## src/rtl/cq_descarte_multicanal_pkg.sv

```systemverilog
// Shared definitions for the multi-channel CQ/discard controller:
// the per-channel state encoding and the timer width helper.
package cq_pkg;

  typedef logic [2:0] estado_t;

  localparam estado_t OCIOSO      = 3'd0;
  localparam estado_t VERIFICANDO = 3'd1;
  localparam estado_t DESCARTANDO = 3'd2;
  localparam estado_t REPROVADO   = 3'd3;
  localparam estado_t APROVADO    = 3'd4;
  localparam estado_t ERRO        = 3'd5;

  // One timer serves both the discard hold and the sensor timeout.
  function automatic int larg_timer(input int t_descarte, input int t_timeout);
    int maior;
    maior = (t_descarte > t_timeout) ? t_descarte : t_timeout;
    return $clog2(maior + 1);
  endfunction

endpackage

```

## src/rtl/cq_descarte_multicanal_if.sv

```systemverilog
// Master/controller bus of the CQ stations: per-channel commands and sensor
// inputs, per-channel status outputs and the shared totals.
interface cq_descarte_multicanal_if #(
  parameter int NUM_CANAIS   = 2,
  parameter int LARGURA_CONT = 8
);
  logic [NUM_CANAIS-1:0]   cmd_verificar;
  logic [NUM_CANAIS-1:0]   sensor_cq;
  logic [NUM_CANAIS-1:0]   resultado_cq;
  logic                    limpar_contadores;
  logic [NUM_CANAIS-1:0]   descarte_ativo;
  logic [NUM_CANAIS-1:0]   garrafa_aprovada;
  logic [NUM_CANAIS-1:0]   tarefa_concluida;
  logic [NUM_CANAIS-1:0]   erro_timeout;
  logic [NUM_CANAIS-1:0]   alarme_reprovas;
  logic [LARGURA_CONT-1:0] total_aprovadas;
  logic [LARGURA_CONT-1:0] total_reprovadas;

  modport master (
    output cmd_verificar, sensor_cq, resultado_cq, limpar_contadores,
    input  descarte_ativo, garrafa_aprovada, tarefa_concluida, erro_timeout,
    input  alarme_reprovas, total_aprovadas, total_reprovadas
  );

  modport slave (
    input  cmd_verificar, sensor_cq, resultado_cq, limpar_contadores,
    output descarte_ativo, garrafa_aprovada, tarefa_concluida, erro_timeout,
    output alarme_reprovas, total_aprovadas, total_reprovadas
  );
endinterface

```

## src/rtl/cq_descarte_multicanal_canal.sv

```systemverilog
// One CQ station: Moore FSM with shared hold/timeout timer, approval entry
// flag and saturating consecutive-reject streak.
module cq_canal
  import cq_pkg::*;
#(
  parameter int TEMPO_DESCARTE  = 25000000,
  parameter int TEMPO_TIMEOUT   = 100000000,
  parameter int LIMITE_REPROVAS = 3
) (
  input  logic clk,
  input  logic reset_n,
  input  logic i_cmd,
  input  logic i_sensor,
  input  logic i_resultado,
  input  logic i_limpar,
  output logic o_descarte_ativo,
  output logic o_garrafa_aprovada,
  output logic o_tarefa_concluida,
  output logic o_erro_timeout,
  output logic o_alarme_reprovas,
  output logic o_entrada_aprovado,
  output logic o_entrada_descarte
);

  localparam int TW = larg_timer(TEMPO_DESCARTE, TEMPO_TIMEOUT);
  localparam int SW = $clog2(LIMITE_REPROVAS + 1);
  localparam logic [TW-1:0] FIM_DESCARTE = TW'(TEMPO_DESCARTE - 1);
  localparam logic [TW-1:0] FIM_TIMEOUT  = TW'(TEMPO_TIMEOUT - 1);
  localparam logic [SW-1:0] LIMITE       = SW'(LIMITE_REPROVAS);

  estado_t       r_estado;
  logic [TW-1:0] r_timer;
  logic [SW-1:0] r_streak;
  logic          r_primeiro;
  estado_t       w_prox;
  logic [TW-1:0] w_timer_prox;

  assign o_entrada_aprovado = (r_estado == VERIFICANDO) && (w_prox == APROVADO);
  assign o_entrada_descarte = (r_estado == VERIFICANDO) && (w_prox == DESCARTANDO);
  assign o_alarme_reprovas  = (r_streak == LIMITE);

  // State, timer, entry flag and streak registers.
  always_ff @(posedge clk or negedge reset_n) begin
    if (!reset_n) begin
      r_estado   <= OCIOSO;
      r_timer    <= '0;
      r_primeiro <= 1'b0;
      r_streak   <= '0;
    end else begin
      r_estado   <= w_prox;
      r_timer    <= w_timer_prox;
      r_primeiro <= o_entrada_aprovado;
      if (i_limpar) begin
        r_streak <= '0;
      end else if (o_entrada_descarte && (r_streak != LIMITE)) begin
        r_streak <= r_streak + SW'(1);
      end else if (o_entrada_aprovado) begin
        r_streak <= '0;
      end else begin
        r_streak <= r_streak;
      end
    end
  end

  // Next state; the timer restarts from zero on every state change.
  always_comb begin
    w_prox       = r_estado;
    w_timer_prox = '0;
    case (r_estado)
      OCIOSO: begin
        if (i_cmd) w_prox = VERIFICANDO;
        else       w_prox = OCIOSO;
      end
      VERIFICANDO: begin
        // A bottle seen on the timeout cycle is still classified.
        if (i_sensor) begin
          w_prox = i_resultado ? APROVADO : DESCARTANDO;
        end else if (!i_cmd) begin
          w_prox = OCIOSO;
        end else if (r_timer == FIM_TIMEOUT) begin
          w_prox = ERRO;
        end else begin
          w_prox       = VERIFICANDO;
          w_timer_prox = r_timer + TW'(1);
        end
      end
      DESCARTANDO: begin
        if (r_timer == FIM_DESCARTE) begin
          w_prox = REPROVADO;
        end else begin
          w_prox       = DESCARTANDO;
          w_timer_prox = r_timer + TW'(1);
        end
      end
      REPROVADO, APROVADO, ERRO: begin
        if (!i_cmd) w_prox = OCIOSO;
        else        w_prox = r_estado;
      end
      default: begin
        w_prox       = OCIOSO;
        w_timer_prox = '0;
      end
    endcase
  end

  // Moore output decode from the state register.
  always_comb begin
    o_descarte_ativo   = 1'b0;
    o_garrafa_aprovada = 1'b0;
    o_tarefa_concluida = 1'b0;
    o_erro_timeout     = 1'b0;
    case (r_estado)
      DESCARTANDO: o_descarte_ativo = 1'b1;
      REPROVADO:   o_tarefa_concluida = 1'b1;
      APROVADO: begin
        o_tarefa_concluida = 1'b1;
        o_garrafa_aprovada = r_primeiro;
      end
      ERRO:        o_erro_timeout = 1'b1;
      default: begin
        o_descarte_ativo   = 1'b0;
        o_garrafa_aprovada = 1'b0;
        o_tarefa_concluida = 1'b0;
        o_erro_timeout     = 1'b0;
      end
    endcase
  end

endmodule

```

## src/rtl/cq_descarte_multicanal.sv

```systemverilog
// N-channel CQ/discard controller: independent station FSMs plus shared
// saturating approve/reject totals.
module cq_descarte_multicanal #(
  parameter int NUM_CANAIS      = 2,
  parameter int TEMPO_DESCARTE  = 25000000,
  parameter int TEMPO_TIMEOUT   = 100000000,
  parameter int LIMITE_REPROVAS = 3,
  parameter int LARGURA_CONT    = 8
) (
  input logic clk,
  input logic reset_n,
  cq_descarte_multicanal_if.slave cq_if
);

  localparam int W_POP  = $clog2(NUM_CANAIS + 1);
  localparam int W_SOMA = LARGURA_CONT + W_POP;
  localparam logic [LARGURA_CONT-1:0] MAXIMO = {LARGURA_CONT{1'b1}};

  logic [NUM_CANAIS-1:0]   w_descarte, w_garrafa, w_concluida, w_erro, w_alarme;
  logic [NUM_CANAIS-1:0]   w_entra_aprov, w_entra_desc;
  logic [W_POP-1:0]        w_n_aprov, w_n_desc;
  logic [LARGURA_CONT-1:0] r_total_aprov, r_total_rej;

  function automatic logic [LARGURA_CONT-1:0] soma_sat(
    input logic [LARGURA_CONT-1:0] a,
    input logic [W_POP-1:0]        b
  );
    logic [W_SOMA-1:0] s;
    s = W_SOMA'(a) + W_SOMA'(b);
    if (s > W_SOMA'(MAXIMO)) return MAXIMO;
    else                     return s[LARGURA_CONT-1:0];
  endfunction

  for (genvar g = 0; g < NUM_CANAIS; g++) begin : g_canal
    cq_canal #(
      .TEMPO_DESCARTE (TEMPO_DESCARTE),
      .TEMPO_TIMEOUT  (TEMPO_TIMEOUT),
      .LIMITE_REPROVAS(LIMITE_REPROVAS)
    ) u_canal (
      .clk               (clk),
      .reset_n           (reset_n),
      .i_cmd             (cq_if.cmd_verificar[g]),
      .i_sensor          (cq_if.sensor_cq[g]),
      .i_resultado       (cq_if.resultado_cq[g]),
      .i_limpar          (cq_if.limpar_contadores),
      .o_descarte_ativo  (w_descarte[g]),
      .o_garrafa_aprovada(w_garrafa[g]),
      .o_tarefa_concluida(w_concluida[g]),
      .o_erro_timeout    (w_erro[g]),
      .o_alarme_reprovas (w_alarme[g]),
      .o_entrada_aprovado(w_entra_aprov[g]),
      .o_entrada_descarte(w_entra_desc[g])
    );
  end

  // Popcount of channels entering APROVADO / DESCARTANDO this cycle.
  always_comb begin
    w_n_aprov = '0;
    w_n_desc  = '0;
    for (int i = 0; i < NUM_CANAIS; i++) begin
      w_n_aprov = w_n_aprov + W_POP'(w_entra_aprov[i]);
      w_n_desc  = w_n_desc + W_POP'(w_entra_desc[i]);
    end
  end

  // Totals; a clear wins over increments arriving in the same cycle.
  always_ff @(posedge clk or negedge reset_n) begin
    if (!reset_n) begin
      r_total_aprov <= '0;
      r_total_rej   <= '0;
    end else if (cq_if.limpar_contadores) begin
      r_total_aprov <= '0;
      r_total_rej   <= '0;
    end else begin
      r_total_aprov <= soma_sat(r_total_aprov, w_n_aprov);
      r_total_rej   <= soma_sat(r_total_rej, w_n_desc);
    end
  end

  assign cq_if.descarte_ativo   = w_descarte;
  assign cq_if.garrafa_aprovada = w_garrafa;
  assign cq_if.tarefa_concluida = w_concluida;
  assign cq_if.erro_timeout     = w_erro;
  assign cq_if.alarme_reprovas  = w_alarme;
  assign cq_if.total_aprovadas  = r_total_aprov;
  assign cq_if.total_reprovadas = r_total_rej;

endmodule

```

## src/flat_wrapper.sv

```systemverilog
// flat-port wrapper written by rule: the top's interface ports become plain ports
module cq_descarte_multicanal_flat 
#(
  parameter int NUM_CANAIS      = 2,
  parameter int TEMPO_DESCARTE  = 25000000,
  parameter int TEMPO_TIMEOUT   = 100000000,
  parameter int LIMITE_REPROVAS = 3,
  parameter int LARGURA_CONT    = 8
)
  (clk, reset_n, cq_if_cmd_verificar, cq_if_sensor_cq, cq_if_resultado_cq, cq_if_limpar_contadores, cq_if_descarte_ativo, cq_if_garrafa_aprovada, cq_if_tarefa_concluida, cq_if_erro_timeout, cq_if_alarme_reprovas, cq_if_total_aprovadas, cq_if_total_reprovadas);
  cq_descarte_multicanal_if #(.NUM_CANAIS(NUM_CANAIS), .LARGURA_CONT(LARGURA_CONT)) cq_if_i ();
  input logic clk;
  input logic reset_n;
  input wire logic [$bits(cq_if_i.cmd_verificar)-1:0] cq_if_cmd_verificar;
  input wire logic [$bits(cq_if_i.sensor_cq)-1:0] cq_if_sensor_cq;
  input wire logic [$bits(cq_if_i.resultado_cq)-1:0] cq_if_resultado_cq;
  input wire logic [$bits(cq_if_i.limpar_contadores)-1:0] cq_if_limpar_contadores;
  output wire logic [$bits(cq_if_i.descarte_ativo)-1:0] cq_if_descarte_ativo;
  output wire logic [$bits(cq_if_i.garrafa_aprovada)-1:0] cq_if_garrafa_aprovada;
  output wire logic [$bits(cq_if_i.tarefa_concluida)-1:0] cq_if_tarefa_concluida;
  output wire logic [$bits(cq_if_i.erro_timeout)-1:0] cq_if_erro_timeout;
  output wire logic [$bits(cq_if_i.alarme_reprovas)-1:0] cq_if_alarme_reprovas;
  output wire logic [$bits(cq_if_i.total_aprovadas)-1:0] cq_if_total_aprovadas;
  output wire logic [$bits(cq_if_i.total_reprovadas)-1:0] cq_if_total_reprovadas;
  assign cq_if_i.cmd_verificar = cq_if_cmd_verificar;
  assign cq_if_i.sensor_cq = cq_if_sensor_cq;
  assign cq_if_i.resultado_cq = cq_if_resultado_cq;
  assign cq_if_i.limpar_contadores = cq_if_limpar_contadores;
  assign cq_if_descarte_ativo = cq_if_i.descarte_ativo;
  assign cq_if_garrafa_aprovada = cq_if_i.garrafa_aprovada;
  assign cq_if_tarefa_concluida = cq_if_i.tarefa_concluida;
  assign cq_if_erro_timeout = cq_if_i.erro_timeout;
  assign cq_if_alarme_reprovas = cq_if_i.alarme_reprovas;
  assign cq_if_total_aprovadas = cq_if_i.total_aprovadas;
  assign cq_if_total_reprovadas = cq_if_i.total_reprovadas;
  cq_descarte_multicanal #(.NUM_CANAIS(NUM_CANAIS), .TEMPO_DESCARTE(TEMPO_DESCARTE), .TEMPO_TIMEOUT(TEMPO_TIMEOUT), .LIMITE_REPROVAS(LIMITE_REPROVAS), .LARGURA_CONT(LARGURA_CONT)) u_core (.clk(clk), .reset_n(reset_n), .cq_if(cq_if_i));
endmodule
```

## config.mk

```make
export PLATFORM = sky130hd
export DESIGN_NAME = cq_descarte_multicanal_flat
export DESIGN_NICKNAME = d
export VERILOG_FILES = /design/src/rtl/cq_descarte_multicanal_pkg.sv /design/src/rtl/cq_descarte_multicanal_if.sv /design/src/rtl/cq_descarte_multicanal_canal.sv /design/src/rtl/cq_descarte_multicanal.sv /design/src/flat_wrapper.sv
export SDC_FILE = /design/constraint.sdc
export NUM_CORES = 1
export LEC_CHECK = 0
export CORE_MARGIN = 10
export CORE_UTILIZATION = 25
export DETAILED_ROUTE_END_ITERATION = 12
export HOLD_SLACK_MARGIN = 0.15
export MAX_ROUTING_LAYER = met4
export SLEW_MARGIN = 25
export SYNTH_ARGS = -nofsm -noshare
export SYNTH_HDL_FRONTEND = slang
export SYNTH_HIERARCHICAL = 1
export SYNTH_SLANG_ARGS = --single-unit
```

## constraint.sdc

```tcl
create_clock -name clk -period 5.65 [get_ports clk]
set_input_delay 0.8475 -clock clk [delete_from_list [all_inputs] [get_ports clk]]
set_output_delay 0.8475 -clock clk [all_outputs]
set_load 0.01 [all_outputs]
```

# [Word-level counts from Yosys, hierarchy flattened]
# Cells that the tools add are included.
[word_totals] ff_bits=82 mem_bits_ro=0 input_bits=9 latchBits=0 wordCells=100 ramBits=0 n_memories=0 output_inout_bits=26
[op_classes] mul=0 div_mod_pow=0 bitwise=0 n_reduce_logical=14 n_lt_le_gt_ge=2 n_eq_ne=22 muxes=44 n_addsub=8 shift=0
[op_table] operator="27-bit two-way mux" count=8
[op_table] operator="27-bit one-hot mux with 2 select lines" count=2
[op_table] operator="27-bit by 1-bit adder with 27-bit output, second input constant" count=2
[op_table] operator="27-bit by 25-bit == test with 1-bit output, second input constant" count=2
[op_table] operator="27-bit == test, second input constant" count=2
[op_table] operator="8-bit two-way mux" count=4
[op_table] operator="3-bit two-way mux" count=10
[op_table] operator="3-bit one-hot mux with 4 select lines" count=2
[op_table] operator="10-bit by 8-bit greater-than comparator with 1-bit output, second input constant" count=2
[op_table] operator="8-bit by 2-bit adder with 9-bit output" count=2
[op_table] operator="3-bit by 2-bit == test with 1-bit output, second input constant" count=6
[op_table] operator="3-bit == test, second input constant" count=6
[op_table] operator="1-bit two-way mux" count=12
[op_table] operator="2-bit two-way mux" count=6
[op_table] operator="3-bit by 1-bit == test with 1-bit output, second input constant" count=2
[op_table] operator="1-bit logical AND" count=6
[op_table] operator="3-bit zero test" count=2
[op_table] operator="3-bit nonzero test" count=2
[op_table] operator="3-bit OR reduction" count=2
[op_table] operator="1-bit by 1-bit adder with 2-bit output" count=2
[op_table] operator="2-bit by 1-bit adder with 2-bit output, second input constant" count=2
[op_table] operator="2-bit == test, second input constant" count=2
[op_table] operator="2-bit inequality test, second input constant" count=2
[op_table] operator="2-bit OR reduction" count=2

# [Depth between registers and ports, before layout]
[depth] depth_word=12 depth_mapped=9 ltp_nobuf=7

# [Modules after synthesis]
# Netlist, hierarchy kept.
[by_module_without_submodules] module="cq_canal" area_each_um2=1883.1 seq_area_each_um2=825.8 cells_each=194 instances=2
[by_module_without_submodules] module="cq_descarte_multicanal" area_each_um2=809.5 seq_area_each_um2=400.4 cells_each=79 instances=1

# [Worst setup path before layout]
# OpenSTA, ideal clock, no wires.
[synth_timing] path_type="input to register" startpoint="in cq_if_sensor_cq[0]" endpoint="reg u_core.r_total_aprov[7], in the netlist u_core/cq_if.total_aprovadas[7]" arrival_time_ns=2.594 path_stages=7 required_time_ns=5.530 path_slack_ns=2.937 path_buffers=1 setup_ns=0.120 path_cell_list="nand4bb_1 > clkbuf_1 > nor2_1 > fa_1 > ha_1 > or4_1 > and3_1"
[synth_between] elab_chain_len=9
[synth_lines] element="start, declared" line_no="flat_wrapper.sv:15" text="input wire logic [$bits(cq_if_i.sensor_cq)-1:0] cq_if_sensor_cq;"
[synth_lines] element="3-bit two-way mux (*)" line_no="cq_descarte_multicanal_canal.sv:76" text="if (i_sensor) begin"
[synth_lines] element="3-bit one-hot mux with 4 select lines (*)" line_no="cq_descarte_multicanal_canal.sv:69" text="case (r_estado)"
[synth_lines] element="3-bit == test (*)" line_no="cq_descarte_multicanal_canal.sv:38" text="assign o_entrada_aprovado = (r_estado == VERIFICANDO) && (w_prox == APROVADO);"
[synth_lines] element="1-bit logical AND (*)" line_no="cq_descarte_multicanal_canal.sv:38"
[synth_lines] element="via u_core.w_entra_aprov[0]" line_no="cq_descarte_multicanal.sv:20" text="logic [NUM_CANAIS-1:0] w_entra_aprov, w_entra_desc;"
[synth_lines] element="1-bit by 1-bit adder with 2-bit output (*)" line_no="cq_descarte_multicanal.sv:61" text="w_n_aprov = w_n_aprov + W_POP'(w_entra_aprov[i]);"
[synth_lines] element="8-bit by 2-bit adder with 9-bit output (*)" line_no="cq_descarte_multicanal.sv:29" text="s = W_SOMA'(a) + W_SOMA'(b);"
[synth_lines] element="10-bit by 8-bit greater-than comparator with 1-bit output" line_no="cq_descarte_multicanal.sv:30" text="if (s > W_SOMA'(MAXIMO)) return MAXIMO;"
[synth_lines] element="8-bit two-way mux (*)" line_no="cq_descarte_multicanal.sv:30"
[synth_lines] element="8-bit two-way mux (*)" line_no="cq_descarte_multicanal.sv:71" text="end else if (cq_if.limpar_contadores) begin"
[synth_lines] element="end signal, assigned" line_no="cq_descarte_multicanal.sv:75" text="r_total_aprov <= soma_sat(r_total_aprov, w_n_aprov);"
[synth_lines] element="end, declared" line_no="cq_descarte_multicanal.sv:22" text="logic [LARGURA_CONT-1:0] r_total_aprov, r_total_rej;"
# The timed path passes the listed nets; every way through them passes the cells marked *.
# A chain may end at the register's enable or synchronous reset.

# [Worst setup path in the final report]
[layout_timing] startpoint="reg u_core.g_canal[1].u_canal.r_estado[0]" endpoint="out cq_if_descarte_ativo[1]"
[layout_between] elab_chain_len=2
[layout_lines] element="start, declared" line_no="cq_descarte_multicanal_canal.sv:31" text="estado_t r_estado;"
[layout_lines] element="start signal, assigned" line_no="cq_descarte_multicanal_canal.sv:50" text="r_estado <= w_prox;"
[layout_lines] element="3-bit by 2-bit == test with 1-bit output" line_no="cq_descarte_multicanal_canal.sv:112" text="case (r_estado)"
[layout_lines] element="1-bit two-way mux" line_no="cq_descarte_multicanal_canal.sv:112"
[layout_lines] element="end, declared" line_no="flat_wrapper.sv:18" text="output wire logic [$bits(cq_if_i.descarte_ativo)-1:0] cq_if_descarte_ativo;"
# Every way passes these cells.

==> results by group <==
Status
  • Status: finished, final reports clean

Timing
  • Fmax: ~0.33 GHz
  • Fin worst setup slack: 2574 ps
  • Max-Slew Margin vs Limit: 0.4492
  • Final Setup Violations: 0
  • Setup TNS: 0 ps
  • WHS: approximately 450 ps
  • Final min period: just over 3000 ps
  • RSZ-0062 raised after global routing: false
  • Fin Clk Skew: 7.133 ps
  • Worst-margin pin slew: between 800 and 900 ps
  • Max-slew violations: 0
  • Crit share post-route: 0.5444
  • Final Hold Viols: 0

Clocking
  • Clock sink count: about 80
  • CTS tree: built
  • Clock buffer depth: 2
  • Worst skew pair latency: between 300 and 400 ps
  • H-Tree Depth: 3
  • Post-CTS setup buffer count: 0
  • Root Buffer: clkbuf_16
  • CTS resizes: 0
  • Cts hold-fix bufs: 0
  • Clk slew on worst S/H paths: about 70 ps
  • Num CTS Buffers: 9

Floorplanning
  • Die X: approximately 160 µm
  • Chip height: roughly 160 µm
  • Initial Util: 0.2547
  • Placeable Area: ~18000 µm²
  • Rows: between 40 and 50
  • Ports: 35
  • Die Area: 24110 µm²

Route
  • Via total after detailed routing: 3847
  • DR DRC count: 0
  • Routed wire length: about 11000 µm
  • M1 WL: a little over 5000 µm
  • Vias per cell: approximately 5.3
  • Initial DRC Count: 240
  • Met2 WL: 5634 µm
  • Antenna violation net count after detailed routing: 0
  • Router iterations before antenna repair: 4
  • Met3 wire len: just over 500 µm
  • Highest routed layer: met4
  • DR WL/cell: roughly 15 µm

Setup path
  • Crit path required time: around 4800 ps
  • R2R setup slack: 3140 ps
  • CP startpoint kind: flip-flop
  • RR Endpoint: u_core/cq_if.total_aprovadas[7]
  • Crit. End Element: output port
  • Worst-path fanout max: 9
  • Critical path cell sequence: nor3b_1, clkdlybuf4s50_1
  • Critical path class: flip-flop to output port
  • Worst flop-to-flop path startpoint: u_core/g_canal[0].u_canal/r_estado[1]
  • R2R depth: 6
  • Critical path's top delay family: simple AND/OR/NAND/NOR gates
  • Worst path arrival time: around 2200 ps
  • CP max stage delay: ~730 ps
  • Buf/Inv on CP: 1
  • CP max stage cell: nor3b_1

Placed design
  • Final HPWL DP: between 7000 and 8000 µm
  • # port buffers: 34
  • DP Worst Slack: 2401 ps
  • RD Place Congestion: 0.8568

Global route
  • Number of antenna violations at the first check in global routing: 0
  • Vias in the first global route: about 3900
  • Gr ovfl total: 0
  • Global Route Usage Sum: 0.09810
  • First-pass GRT wire length: slightly below 20000 µm
  • Largest net degree at the start of global routing: 52

Synth
  • Syn Nets: approximately 480
  • Ys flop type: dfrtp_1
  • Async SR Flop Fraction: 1.000
  • Synth unique cells: between 50 and 60
  • Mean Syn Cell Area: between 9 and 10 µm²
  • Syn Inst Count: 467
  • Synth top area share: 0.4485
  • Mapped Area: ~4600 µm²
  • Synth area leader: dfrtp_1
  • Area contributors post-synth: dfrtp_1 45%, a21oi_1 4.4%, a22oi_1 3.9%
  • #FFs+latches synth: 82
  • EDFF count, synth: 0
  • Register area share after synthesis: 0.4485
  • Ys Warns: 6

Power
  • Power density over the cells: 282.9 nW/µm²
  • Max rail drop VDD: roughly 0.15 mV
  • Leakage: 1.988 nW

Final layout
  • FF/Latch Area: between 2000 and 2500 µm²
  • Synth-to-layout area growth: 19.69%
  • Filler cells: ~1800
  • Layout net count: ~500
  • Multi-input logic area: between 2000 and 2500 µm²
  • Share of post-route cells with drive strength above 1: 0.08350
  • ANT cells: 0

Hold path
  • Hold/Removal Path Class: input port to async pin

Job
  • Max_cap viols: 0
==> synth_stat cells (all sizes together) (5+ instances only) <==
library cell and n:
a31oi 5, nand3 27, a21oi 40, o21ai 20, nor2 8, and2 6
clkbuf 9, inv 22, or2 7, o31ai 16, and3 6, nor4 6
nand4 17, nand2 27, or3 18, xnor2 14, or4 21, dfrtp 82
and4 5, xor2 14, nor3 13, a22oi 26, ha 6, buf 10
==> placed cells by master (no fill, tap or decap), types with 3 or more instances in the layout <==
cell type        synthesis  layout
o31ai_1                 14      14
a21boi_0                 4       4
inv_6                    0       3
xnor2_1                 14      14
inv_1                   22      22
and2_1                   6       6
nor4b_1                  4       4
and3_1                   5       5
ha_1                     6       6
or3_1                   18      18
or4_1                   17      17
or2_2                    6       6
nand4_1                 15      15
o21ai_0                 20      20
nor2b_1                  3       3
a21oi_1                 40      40
nor3_1                  13      13
clkdlybuf4s50_1          0      33
buf_4                    0       5
a31oi_1                  5       5
nand3_1                 26      26
dfrtp_1                 82      82
xor2_1                  14      14
nor2_1                   8       8
nor3b_1                  4       4
or4_4                    4       4
and4_1                   5       5
nand2_1                 27      27
clkbuf_16                0       9
a22oi_1                 24      24
nor4bb_1                 3       3
nor4_1                   6       6
==> through the flow <==
step / instance area (µm²) / std cells / util / power, mW
floorplan: 4576 / 467 / - / 0.8387
global placement: 5144 / 715 / 0.2863 / 0.9451
detailed placement: 5171 / 716 / 0.2879 / 0.9557
CTS: 5477 / 732 / 0.3049 / 1.572
finish: 5477 / 732 / 0.3049 / 1.550
global route: 5477 / 732 / 0.3049 / 1.625
==> worst max-delay path by stage <==
stage                                          startpoint                               to  slack, ps  depth (start not counted)
floorplan                              cq_if_sensor_cq[0]  u_core/cq_if.total_aprovadas[7]       2940                          7
global placement                       cq_if_sensor_cq[0]  u_core/cq_if.total_aprovadas[7]       2430                          7
detailed placement                     cq_if_sensor_cq[0]  u_core/cq_if.total_aprovadas[7]       2400                          7
CTS                 u_core/g_canal[1].u_canal/r_estado[0]          cq_if_descarte_ativo[1]       2460                          2
global route        u_core/g_canal[1].u_canal/r_estado[1]          cq_if_descarte_ativo[1]       2430                          2
finish              u_core/g_canal[1].u_canal/r_estado[0]          cq_if_descarte_ativo[1]       2570                          2
==> cell families after synthesis <==
group,after synthesis,synth area share
AND/OR/NAND/NOR,183,0.2499
flip-flops,82,0.4485
XOR/XNOR,28,0.05360
AO/OA/AOI/OAI,124,0.1851
adder cells (fa/ha/maj),8,0.02516
buffers and inverters,42,0.03774
==> final cells by class <==
class / count / share of cell area
Clock buffer: 9 / 0.04112
Timing Repair Buffer: 39 / 0.07220
Clock inverter: 7 / 0.01462
Inverter: 23 / 0.01576
Tap cell: 229 / 0.05232
Sequential cell: 82 / 0.3747
Multi-Input combinational cell: 343 / 0.4293
==> per-layer routing <==
layer / vias up / global-route usage
li1: 1841 / -
met1: 1915 / 0.1173
met2: 83 / 0.1611
met5: - / -
met4: 0 / 0.02139
met3: 8 / 0.02812
==> flip-flops by register name (all words and copies together), names as in the netlist <==
| name | count |
|---|---|
| u_core/g_canal.u_canal/r_timer | 54 |
| u_core/cq_if.total_aprovadas | 8 |
| u_core/cq_if.total_reprovadas | 8 |
| u_core/g_canal.u_canal/r_estado | 6 |
| u_core/g_canal.u_canal/r_streak | 4 |
| u_core/g_canal.u_canal/r_primeiro | 2 |
==> report_power, final <==
part,total (mW),switching (mW),internal [mW]
logic,0.274,0.159,0.115
registers,0.669,0.0492,0.620
clock network,0.607,0.258,0.349
Note: power is estimated with default switching activity, not from simulation.
